[config.mk]
export PLATFORM = sky130hd
export DESIGN_NAME = calc_keypad_scan
export DESIGN_NICKNAME = d
export VERILOG_FILES = /design/src/rtl/calc_keypad_scan.sv
export SDC_FILE = /design/constraint.sdc
export NUM_CORES = 1
export LEC_CHECK = 0
export CORE_MARGIN = 2
export CORE_UTILIZATION = 25
export CTS_CLUSTER_DIAMETER = 50
export DETAILED_ROUTE_END_ITERATION = 12
export MAX_ROUTING_LAYER = met4
export PLACE_DENSITY_LB_ADDON = 0.25
export SYNTH_ARGS = -nofsm -noshare
export SYNTH_HDL_FRONTEND = slang
export SYNTH_SLANG_ARGS = --single-unit
[constraint.sdc]
create_clock -name clk -period 2.85 [get_ports clk]
set_input_delay 0.57 -clock clk [delete_from_list [all_inputs] [get_ports clk]]
set_output_delay 0.57 -clock clk [all_outputs]
set_load 0.01 [all_outputs]
[src/rtl/calc_keypad_scan.sv]
// -----------------------------------------------------------------------------
// calc_keypad_scan
//
// Scans a 4x4 active-low matrix keypad and turns each debounced keystroke into
// a single event for the calculator arithmetic unit.
//
// The column drive rotates one column per SCAN_DIV clocks. When the last clock
// of a slot sees exactly one row low, that key is latched and the column is
// frozen. The row pattern must then stay unchanged for DEBOUNCE_CNT clocks. A
// one-cycle strobe follows, and all rows must stay high for DEBOUNCE_CNT clocks
// before scanning resumes. A held key therefore produces exactly one strobe.
//
// Parameters
//   SCAN_DIV      clocks per column slot (>= 4)
//   DEBOUNCE_CNT  consecutive stable clocks needed on press and on release (>= 2)
//
// Ports
//   clk        system clock
//   rst_n      asynchronous active-low reset
//   row[3:0]   keypad row lines, pulled up; low = key closed in driven column
//   col[3:0]   column drive, one-hot active-low
//   key_code   {row_index, col_index} of the last accepted key (to data_in)
//   key_valid  one-cycle strobe when key_code is new (to flag)
//   key_held   high from debounce start until release is confirmed
// -----------------------------------------------------------------------------
module calc_keypad_scan #(
  parameter int SCAN_DIV     = 1000,
  parameter int DEBOUNCE_CNT = 500000
) (
  input  logic       clk,
  input  logic       rst_n,
  input  logic [3:0] row,
  output logic [3:0] col,
  output logic [3:0] key_code,
  output logic       key_valid,
  output logic       key_held
);

  localparam int SCAN_W = $clog2(SCAN_DIV);
  localparam int DBC_W  = $clog2(DEBOUNCE_CNT);

  localparam logic [SCAN_W-1:0] SCAN_LAST = SCAN_W'(SCAN_DIV - 1);
  localparam logic [DBC_W-1:0]  DBC_LAST  = DBC_W'(DEBOUNCE_CNT - 1);

  typedef enum logic [1:0] {
    ST_SCAN,
    ST_DEBOUNCE,
    ST_EMIT,
    ST_RELEASE
  } state_t;

  // Synchronizer and registered state
  logic [3:0]        row_meta;
  logic [3:0]        rs;
  state_t            state,       state_nxt;
  logic [SCAN_W-1:0] scan_cnt,    scan_cnt_nxt;
  logic [DBC_W-1:0]  dbc,         dbc_nxt;
  logic [1:0]        col_idx,     col_idx_nxt;
  logic [1:0]        row_idx,     row_idx_nxt;
  logic [3:0]        row_pat,     row_pat_nxt;
  logic [3:0]        key_code_q,  key_code_nxt;

  // Row decode of the synchronized lines
  logic [3:0] rs_low;
  logic       one_low;
  logic [1:0] row_enc;

  // ---------------------------------------------------------------------------
  // Two-flop synchronizer on the asynchronous row lines. Idle keypad reads as
  // all-high, so that is the reset value.
  // ---------------------------------------------------------------------------
  // NOTE: clocked blocks use <= so every flop samples pre-edge values; blocking
  // assignments here would collapse the two stages into one.
  always_ff @(posedge clk or negedge rst_n) begin
    if (!rst_n) begin
      row_meta <= 4'b1111;
      rs       <= 4'b1111;
    end else begin
      row_meta <= row;
      rs       <= row_meta;
    end
  end

  // ---------------------------------------------------------------------------
  // Exactly-one-low detection. Two or more low rows in one column means a
  // multi-press or ghost, which is ignored.
  // ---------------------------------------------------------------------------
  assign rs_low  = ~rs;
  assign one_low = (rs_low != 4'd0) && ((rs_low & (rs_low - 4'd1)) == 4'd0);

  always_comb begin
    row_enc = 2'd0;
    case (rs_low)
      4'b0001: row_enc = 2'd0;
      4'b0010: row_enc = 2'd1;
      4'b0100: row_enc = 2'd2;
      4'b1000: row_enc = 2'd3;
      default: row_enc = 2'd0;
    endcase
  end

  // ---------------------------------------------------------------------------
  // State register
  // ---------------------------------------------------------------------------
  always_ff @(posedge clk or negedge rst_n) begin
    if (!rst_n) begin
      state      <= ST_SCAN;
      scan_cnt   <= '0;
      dbc        <= '0;
      col_idx    <= 2'd0;
      row_idx    <= 2'd0;
      row_pat    <= 4'b1111;
      key_code_q <= 4'd0;
    end else begin
      state      <= state_nxt;
      scan_cnt   <= scan_cnt_nxt;
      dbc        <= dbc_nxt;
      col_idx    <= col_idx_nxt;
      row_idx    <= row_idx_nxt;
      row_pat    <= row_pat_nxt;
      key_code_q <= key_code_nxt;
    end
  end

  // ---------------------------------------------------------------------------
  // Next-state logic
  // ---------------------------------------------------------------------------
  always_comb begin
    // NOTE: every target gets its hold value first so no path through the case
    // leaves one unassigned, which would infer a latch.
    state_nxt    = state;
    scan_cnt_nxt = scan_cnt;
    dbc_nxt      = dbc;
    col_idx_nxt  = col_idx;
    row_idx_nxt  = row_idx;
    row_pat_nxt  = row_pat;
    key_code_nxt = key_code_q;

    case (state)
      ST_SCAN: begin
        // Sampling only in the last slot cycle hides the two-cycle
        // synchronizer delay after a column change.
        if (scan_cnt == SCAN_LAST) begin
          scan_cnt_nxt = '0;
          if (one_low) begin
            row_idx_nxt = row_enc;
            row_pat_nxt = rs;
            dbc_nxt     = '0;
            state_nxt   = ST_DEBOUNCE;
          end else begin
            col_idx_nxt = col_idx + 2'd1;
          end
        end else begin
          scan_cnt_nxt = scan_cnt + 1'b1;
        end
      end

      ST_DEBOUNCE: begin
        if (rs != row_pat) begin
          state_nxt    = ST_SCAN;
          col_idx_nxt  = col_idx + 2'd1;
          scan_cnt_nxt = '0;
          dbc_nxt      = '0;
        end else if (dbc == DBC_LAST) begin
          // key_code is loaded on entry so it is already new during EMIT.
          state_nxt    = ST_EMIT;
          key_code_nxt = {row_idx, col_idx};
          dbc_nxt      = '0;
        end else begin
          dbc_nxt = dbc + 1'b1;
        end
      end

      ST_EMIT: begin
        state_nxt = ST_RELEASE;
        dbc_nxt   = '0;
      end

      ST_RELEASE: begin
        // Any low row, including other keys in this column, restarts the count.
        if (rs != 4'b1111) begin
          dbc_nxt = '0;
        end else if (dbc == DBC_LAST) begin
          state_nxt    = ST_SCAN;
          col_idx_nxt  = col_idx + 2'd1;
          scan_cnt_nxt = '0;
          dbc_nxt      = '0;
        end else begin
          dbc_nxt = dbc + 1'b1;
        end
      end

      default: begin
        state_nxt = ST_SCAN;
      end
    endcase
  end

  // ---------------------------------------------------------------------------
  // Outputs, decoded from registered state only
  // ---------------------------------------------------------------------------
  assign col       = ~(4'b0001 << col_idx);
  assign key_code  = key_code_q;
  assign key_valid = (state == ST_EMIT);
  assign key_held  = (state != ST_SCAN);

endmodule

# [Word-level counts from Yosys, hierarchy flattened]
# Index checks and enable logic that the tools add are counted.
[classes] addsub=4 n_reduce_logical=12 mux=25 n_shift=1 n_eq_ne=17 bitwise=4
[op_table] operator="two-way mux 19 bit" count=5
[op_table] operator="one-hot mux 19 bit (4 select lines)" count=1
[op_table] operator="two-way mux 10 bit" count=4
[op_table] operator="one-hot mux 10 bit (3 select lines)" count=1
[op_table] operator="two-way mux 2 bit" count=11
[op_table] operator="adder 19 x 1 -> 19 bit, second input constant" count=1
[op_table] operator="equality test 19 bit, second input constant" count=1
[op_table] operator="!= test 2 bit, second input constant" count=6
[op_table] operator="one-hot mux 2 bit (3 select lines)" count=2
[op_table] operator="adder 10 x 1 -> 10 bit, second input constant" count=1
[op_table] operator="equality test 10 bit, second input constant" count=1
[op_table] operator="inverter 4 bit" count=2
[op_table] operator="one-hot mux 2 bit (4 select lines)" count=1
[op_table] operator="AND reduction 3 bit" count=2
[op_table] operator="AND reduction 6 bit" count=1
[op_table] operator="AND reduction 5 bit" count=1
[op_table] operator="AND 4 bit" count=1
[op_table] operator="equality test 2 bit, second input constant" count=2
[op_table] operator="equality test 4 x 2 -> 1 bit, second input constant" count=1
[op_table] operator="equality test 4 x 3 -> 1 bit, second input constant" count=1
[op_table] operator="equality test 4 bit, second input constant" count=1
[op_table] operator="logical NOT 4 bit" count=1
[op_table] operator="!= test 4 bit" count=1
[op_table] operator="!= test 4 bit, second input constant" count=1
[op_table] operator="other kinds (13)" count=13
[word_totals] register_bits=51 inputBits=6 out_inout_bits=10

# [Longest topological paths before layout]
# Gate-level depths: netlist (run 1).
[depth] depth_word=8 depth_mapped=7 depth_no_buf=6

# [Worst setup path after synthesis (run 1)]
# OpenSTA, ideal clock, no wires.
[synth_path] path_type="flip-flop to flip-flop" startpoint="reg scan_cnt[0]" endpoint="reg dbc[6]" setup_ns=0.124 period_less_slack_ns=2.155 arrival_time_ns=2.031 n_path_buf=1 path_slack_ns=0.695 path_stages_with_launch=8 path_cell_list="dfrtp_1 > ha_1 > nand4_1 > nor4_4 > o21ai_1 > and2_0 > buf_2 > a211o_2"
[synth_between] elab_chain_len=3
[synth_lines] item="from (decl)" line="56" text="logic [SCAN_W-1:0] scan_cnt, scan_cnt_nxt;"
[synth_lines] item="from (signal assigned)" line="116" text="scan_cnt <= scan_cnt_nxt;"
[synth_lines] item="equality test 10 bit" line="143" text="if (scan_cnt == SCAN_LAST) begin"
[synth_lines] item="!= test 2 bit (no line)"
[synth_lines] item="AND reduction 2 bit (no line)"
[synth_lines] item="to (signal assigned)" line="117" text="dbc <= dbc_nxt;"
[synth_lines] item="to (decl)" line="57" text="logic [DBC_W-1:0] dbc, dbc_nxt;"
# Every way passes these cells.
# A chain may end at the register's enable or synchronous reset.

==> results.txt, run 1 <==
Crit path buffers/inverters - 2
H-tree depth - 2
Post-CTS Setup Bufs - 0
Final Instance Count excl. Fillers - 413
largest family of logic cells by synthesized area - simple AND/OR/NAND/NOR gates
Leakage - 1.418 nW
Post-layout nets - 285
synth warn - 0
die extent in x - 110.1 µm
#FFs+latches synth - 51
Final Power - 0.001266 W
number of global-route vias before repair - 2082
Post-CTS Resized - 0
largest net degree at the start of global routing - 31
main flop type after synthesis - dfrtp_1
fin crit share - 86.76%
RSZ-0062 raised after global routing - false
Avg Cell Area, Syn - 11.12 µm²
1st-iter DRT viols - 92
Starting Density - 25.83%
critical path peak fanout - 9
row cnt - 38
Max Cap Viol - 0
sequential element share of the synthesized area - 45.91%
Pins Over Slew Limit - 0
Syn Nets - 265
max_slew headroom - 61.60%
Synth Cell Area - 2813 µm²
Final Setup Violations - 0
clk buf depth - 2
WL/cell - 14.61 µm
# DRC - 0
CTS sink count - 51
root buf cell - clkbuf_8
Core ar. - 10890 µm²
Routability Congestion - 0.7840
Arr. time, crit path - 1900 ps
number of I/O port buffers - 15
Pwr per Cell Area - 392.8 nW/µm²
Tot GR Track Use - 11.31%
TritonCTS clock tree - done
layout overhead on the synthesized area - 14.55%
first-pass GRT wire length - 10430 µm
compound-gate portion of the synthesized area - 12.86%
Vert. Die Dim - 110.1 µm
fmax - 0.4044 GHz
share of layout cells above drive strength 1 - 22.34%
Synth Area in Adders - 2.669%
Worst VDD drop - 0.1781 mV
Post-Route Setup TNS - 0 ps
clk slew on worst S/H paths - 90 ps
cells on worst reg2reg path - 5
Critical-path top delay cell - clkdlybuf4s50_1
routed vias - 2032
hold buffers post-CTS - 0
critical path required time - 2280 ps
mux contribution to synthesized area - 5.294%
Post-synth EDFFs - 0
Hold Crit Class - input pin to async pin
Fin. Hold Viols - 0
DR vias/cell - 4.920
Setup crit start kind - flip-flop
die area - 12120 µm²
critical path class - flip-flop to primary output
Synth Instances - 253
clk_lat worst skew - 300 ps
dpl ws - 491.1 ps
xor and xnor area share after synthesis - 2.802%
PnR worst setup slack - 377.4 ps
ant diodes - 0
CP Depth - 3
Final min period - 2473 ps
worst-path cell chain - nor2_1 -> inv_1 -> clkdlybuf4s50_1
cell family with most CP delay - buffers and inverters
Worst Clk Skew - 6.224 ps
Worst Max-Slew Pin Slew - 576.0 ps
Detailed Route WL - 6034 µm
max incr delay on CP - 520 ps
library cells used by synthesis - 64
ys async rst share - 100.0%
Final Cell Area - 3222 µm²
Overflow after GRT - 0
CP Capture Type - primary output
placed cells - 406
CTS buffer count - 5
drt pass-1 iters - 4
status - completed
Final HPWL DP - 4252 µm
DP Area - 3119 µm²
initial antenna violation count - 0
Final ANT Viol Nets - 0
Fill cells - 1106
Synth Area in Simple Gates - 25.80%
IO Count - 16
-- per-stage QoR --
step / utilization, % / hold WS [ps]
after floorplan: - / 274.4
after global placement: 28.65 / 346.1
after detailed placement: 28.65 / 346.8
after CTS: 29.59 / 279.7
after global routing: 29.59 / 286.8
final: 29.59 / 254.6
-- cells by family after synthesis --
family                     Yosys count
AOI/OAI and AO/OA                   44
buffers and inverters               21
adders and majority gates            6
and+or+nand+nor                    109
muxes                               13
xor gates and xnor gates             9
DFF                                 51
-- cell type report --
cell class	instances	area [µm²]	area share [%]
Inverter	10	37.54	1.165
Multi-Input combinational cell	181	1390	43.15
Tap cell	140	175.2	5.437
Clock inverter	1	30.03	0.9320
Sequential cell	51	1291	40.08
Timing Repair Buffer	24	225.2	6.990
Clock buffer	6	72.57	2.252
-- flip-flops by register name, summed over array words and instances, names as in the netlist, named ones only --
name and count:
col_idx 2, dbc 19, key_code 4, row_idx 2, row_meta 4, row_pat 4
rs 4, scan_cnt 10, state 1
-- worst paths after layout --
| kind | start | end | slack [ps] |
|---|---|---|---|
| max in group asynchronous | rst_n | row_pat[2]$_DFFE_PN1P_ | 1960 |
| setup reg to reg | dbc[6]$_DFFE_PN0P_ | scan_cnt[3]$_DFFE_PN0P_ | 490 |
| min in group clk | row_meta[0]$_DFF_PN1_ | rs[0]$_DFF_PN1_ | 360 |
| hold reg to reg | row_meta[0]$_DFF_PN1_ | rs[0]$_DFF_PN1_ | 360 |
| hold / removal | rst_n | dbc[7]$_DFFE_PN0P_ | 250 |
| setup / recovery | flip-flop | key_held | 380 |
-- synthesized netlist by cell type (6+ instances only) --
master	instances	share of area, %
dfrtp_1	39	35
nand2_1	15	2.0
and3_1	12	2.7
dfstp_2	12	11
nand3_1	12	2.1
mux2_2	11	4.4
inv_1	10	1.3
and4_1	9	2.8
nor2_1	9	1.2
a221o_1	8	2.8
nor4_1	7	1.6
xor2_1	7	2.2
ha_1	6	2.7
nand4_1	6	1.3
-- report_power, final --
group	leakage [nW]	switching [W]	total (W)	internal, W
logic	0.711	0.0000194	0.0000316	0.0000122
clock network	0.0513	0.000236	0.000493	0.000258
registers	0.656	0.00000656	0.000741	0.000734
-- routing by layer --
layer | part of all wire, % | track usage (%) | vias to the layer above
li1 | - | - | 1011
met1 | 51 | 15.31 | 994
met2 | 45 | 17.31 | 22
met3 | 2.2 | 1.822 | 5
met4 | 1.4 | 3.617 | 0
met5 | 0 | - | -
-- cell usage in the layout, fill, tap and decap left out, types with 8 or more instances in the layout --
master / instances
nor2_1: 9
and3_1: 12
buf_4: 8
dfstp_2: 12
and4_1: 9
inv_1: 10
mux2_2: 11
clkdlybuf4s50_1: 14
nand3_1: 12
dfrtp_1: 39
nand2_1: 15
a221o_1: 8
Note: power is estimated with default switching activity, not from simulation.
==> run 2, diff against run 1 <==
--- a/config.mk
+++ b/config.mk
@@ -5,12 +5,15 @@
 export SDC_FILE = /design/constraint.sdc
 export NUM_CORES = 1
 export LEC_CHECK = 0
+export CELL_PAD_IN_SITES_DETAIL_PLACEMENT = 1
+export CELL_PAD_IN_SITES_GLOBAL_PLACEMENT = 2
 export CORE_MARGIN = 2
 export CORE_UTILIZATION = 25
 export CTS_CLUSTER_DIAMETER = 50
 export DETAILED_ROUTE_END_ITERATION = 12
 export MAX_ROUTING_LAYER = met4
 export PLACE_DENSITY_LB_ADDON = 0.25
+export SETUP_SLACK_MARGIN = 0.5
 export SYNTH_ARGS = -nofsm -noshare
 export SYNTH_HDL_FRONTEND = slang
 export SYNTH_SLANG_ARGS = --single-unit
==> results.txt, run 2 (same netlist as run 1, synthesis figures left out) <==
status - completed
GR Layer Usage met3 - 2.293% (+0.47 points)
Core ar. - 10890 µm² (unchanged)
Crit path buffers/inverters - 2 (unchanged)
clk buf depth - 2 (unchanged)
Final Instance Count excl. Fillers - 422 (+2.2%)
layout overhead on the synthesized area - 18.11%
hold buffers post-CTS - 0 (unchanged)
1st-iter DRT viols - 92 (unchanged)
critical path class - flip-flop to primary output
# DRC - 0 (unchanged)
clk slew on worst S/H paths - 100 ps (about the same)
Post-Route Setup TNS - 0 ps (unchanged)
fmax - 0.4410 GHz (+9.1%)
Leakage - 1.466 nW (+3.4%)
DR vias/cell - 5.047 (+2.6%)
routed vias - 2130 (+4.8%)
CTS buffer count - 5 (unchanged)
Starting Density - 25.83% (unchanged)
Most flops, register - dbc
cells on worst reg2reg path - 6 (+1)
Sw Ratio - 23.38% (+2.7 points)
RR Endpoint - dbc[16]$_DFFE_PN0P_
number of I/O port buffers - 15 (unchanged)
Pins Over Slew Limit - 0 (unchanged)
CTS sink count - 51 (unchanged)
clock power share - 39.4% (+0.4 points)
Worst Clk Skew - 5.014 ps (-1.210 ps)
met1 capacity usage during global routing - 17.41% (+2.1 points)
worst-path cell chain - nor2_4 -> inv_1 -> clkdlybuf4s50_1
CP Capture Type - primary output
Final ANT Viol Nets - 0 (unchanged)
die area - 12120 µm² (unchanged)
P_int - 0.0009772 W (-2.7%)
Arr. time, crit path - 1700 ps (-200 ps)
Final min period - 2267 ps (-205.3 ps)
crit path capture - key_held
Largest regs - dbc (19), scan_cnt (10)
leading cell type in the layout, fill and taps excluded - dfrtp_1
Overflow after GRT - 0 (unchanged)
RSZ-0062 raised after global routing - true
Critical-path top delay cell - dfrtp_2
share of layout cells above drive strength 1 - 28.01% (+5.7 points)
Worst Max-Slew Pin Slew - 620.2 ps (+44.12 ps)
clk_lat worst skew - 320 ps (+20 ps)
WL/cell - 16.22 µm (+11%)
sequential share of power - 58.1% (-0.4 points)
ant diodes - 0 (unchanged)
number of global-route vias before repair - 2182 (+4.8%)
critical path required time - 2280 ps (about the same)
largest net degree at the start of global routing - 26 (-16%)
H-tree depth - 2 (unchanged)
placed cells - 409 (+0.74%)
first-pass GRT wire length - 11500 µm (+10%)
Post-Route Utilization - 30.51% (+0.92 points)
Fin. Hold Viols - 0 (unchanged)
max_slew headroom - 58.66% (-2.9 points)
critical path peak fanout - 9 (unchanged)
Final Setup Violations - 0 (unchanged)
Pwr per Cell Area - 383.9 nW/µm² (-2.3%)
max incr delay on CP - 510 ps (about the same)
commonest cells after routing, fill and taps aside - 35 x dfrtp_1, 17 x buf_4, 14 x nand2_1, 14 x clkdlybuf4s50_1
die extent in x - 110.1 µm (unchanged)
Hold Slack - 260.1 ps (+5.495 ps)
fin crit share - 79.56% (-7.2 points)
initial antenna violation count - 0 (unchanged)
Worst VDD drop - 0.1528 mV (-14%)
Max Cap Viol - 0 (unchanged)
Tot GR Track Use - 12.74% (+1.4 points)
cell family with most CP delay - buffers and inverters
root buf cell - clkbuf_8
GR Util met2 - 19.19% (+1.9 points)
Hold Crit Class - input pin to async pin
TritonCTS clock tree - done
max reg flops - 19 (unchanged)
row cnt - 38 (unchanged)
Setup crit start kind - flip-flop
drt pass-1 iters - 4 (unchanged)
worst reg2reg path startpoint - dbc[6]$_DFFE_PN0P_
P_sw - 0.0002982 W (+14%)
CP Depth - 3 (unchanged)
Vert. Die Dim - 110.1 µm (unchanged)
R2R Setup Slk - 590 ps (+100 ps)
Final HPWL DP - 4849 µm (+14%)
Post-layout nets - 293 (+2.8%)
Comb power frac - 2.6% (about the same)
IO Count - 16 (unchanged)
Routability Congestion - 0.7221 (-7.9%)
GR peak layer - met2
Detailed Route WL - 6844 µm (+13%)
run 2: changes by cell type in the layout (fill, tap and decap cells not counted), moves of 2 or more:
| cell | before | now |
|---|---|---|
| buf_4 | 8 | 17 |
| nor2_4 | 0 | 2 |
| dfrtp_2 | 0 | 4 |
| dfrtp_1 | 39 | 35 |
run 2: layer usage:
metal	wire (µm)	vias up
met3	165	5
li1	-	1023
met5	0	-
met1	3499	1081
met2	3087	21
met4	91	0
run 2: worst min path at each step:
stage / startpoint / endpoint / cells past startpoint
after CTS: rst_n / dbc[3]$_DFFE_PN0P_ / 1
after global routing: rst_n / dbc[3]$_DFFE_PN0P_ / 1
final: rst_n / dbc[3]$_DFFE_PN0P_ / 1
after detailed placement: row_meta[2]$_DFF_PN1_ / rs[2]$_DFF_PN1_ / 0
after floorplan: rst_n / async pin / 0
after global placement: row_meta[1]$_DFF_PN1_ / rs[1]$_DFF_PN1_ / 0
run 2: metrics by stage:
stage          area, µm²   power, W  setup WS, ps
2_1_floorplan       2813  0.0007601         695.1
3_3_place_gp        3129  0.0007863         479.2
3_5_place_dp        3129  0.0007870         442.1
4_1_cts             3249   0.001306         467.4
5_1_grt             3322   0.001328         491.6
6_report            3322   0.001275         582.6
run 2: final cells by class:
type	instances	area (µm²)
fill	1210	7566
multi-input combinational	181	1429
sequential	51	1296
timing repair buffer	32	272.8
tap	140	175.2
clock buffer	6	93.84
inverter	10	37.54
clock inverter	2	17.52
run 2: worst reg2reg max path, stage by stage, from the launching register on:
cell     delay, ps
dfrtp_2        440
or4b_4         560
nor4_4         370
and2_4         230
nor2_1          80
buf_4          180
a221o_1        300
run 2: power groups by stage:
stage / registers (W) / logic (W) / clock network (W)
3_5_place_dp: 0.000754 / 0.0000329 / 0
5_1_grt: 0.000742 / 0.0000375 / 0.000548
4_1_cts: 0.000741 / 0.0000330 / 0.000532
6_report: 0.000741 / 0.0000325 / 0.000502
2_1_floorplan: 0.000750 / 0.00000984 / 0
3_3_place_gp: 0.000754 / 0.0000325 / 0
run 2: repair_timing:
item,4_1_cts,5_1_grt
pin swaps,0,2
setup buffers,0,5
endpoints found under the setup margin,11,20
gates resized for setup,4,9
cloned,0,0
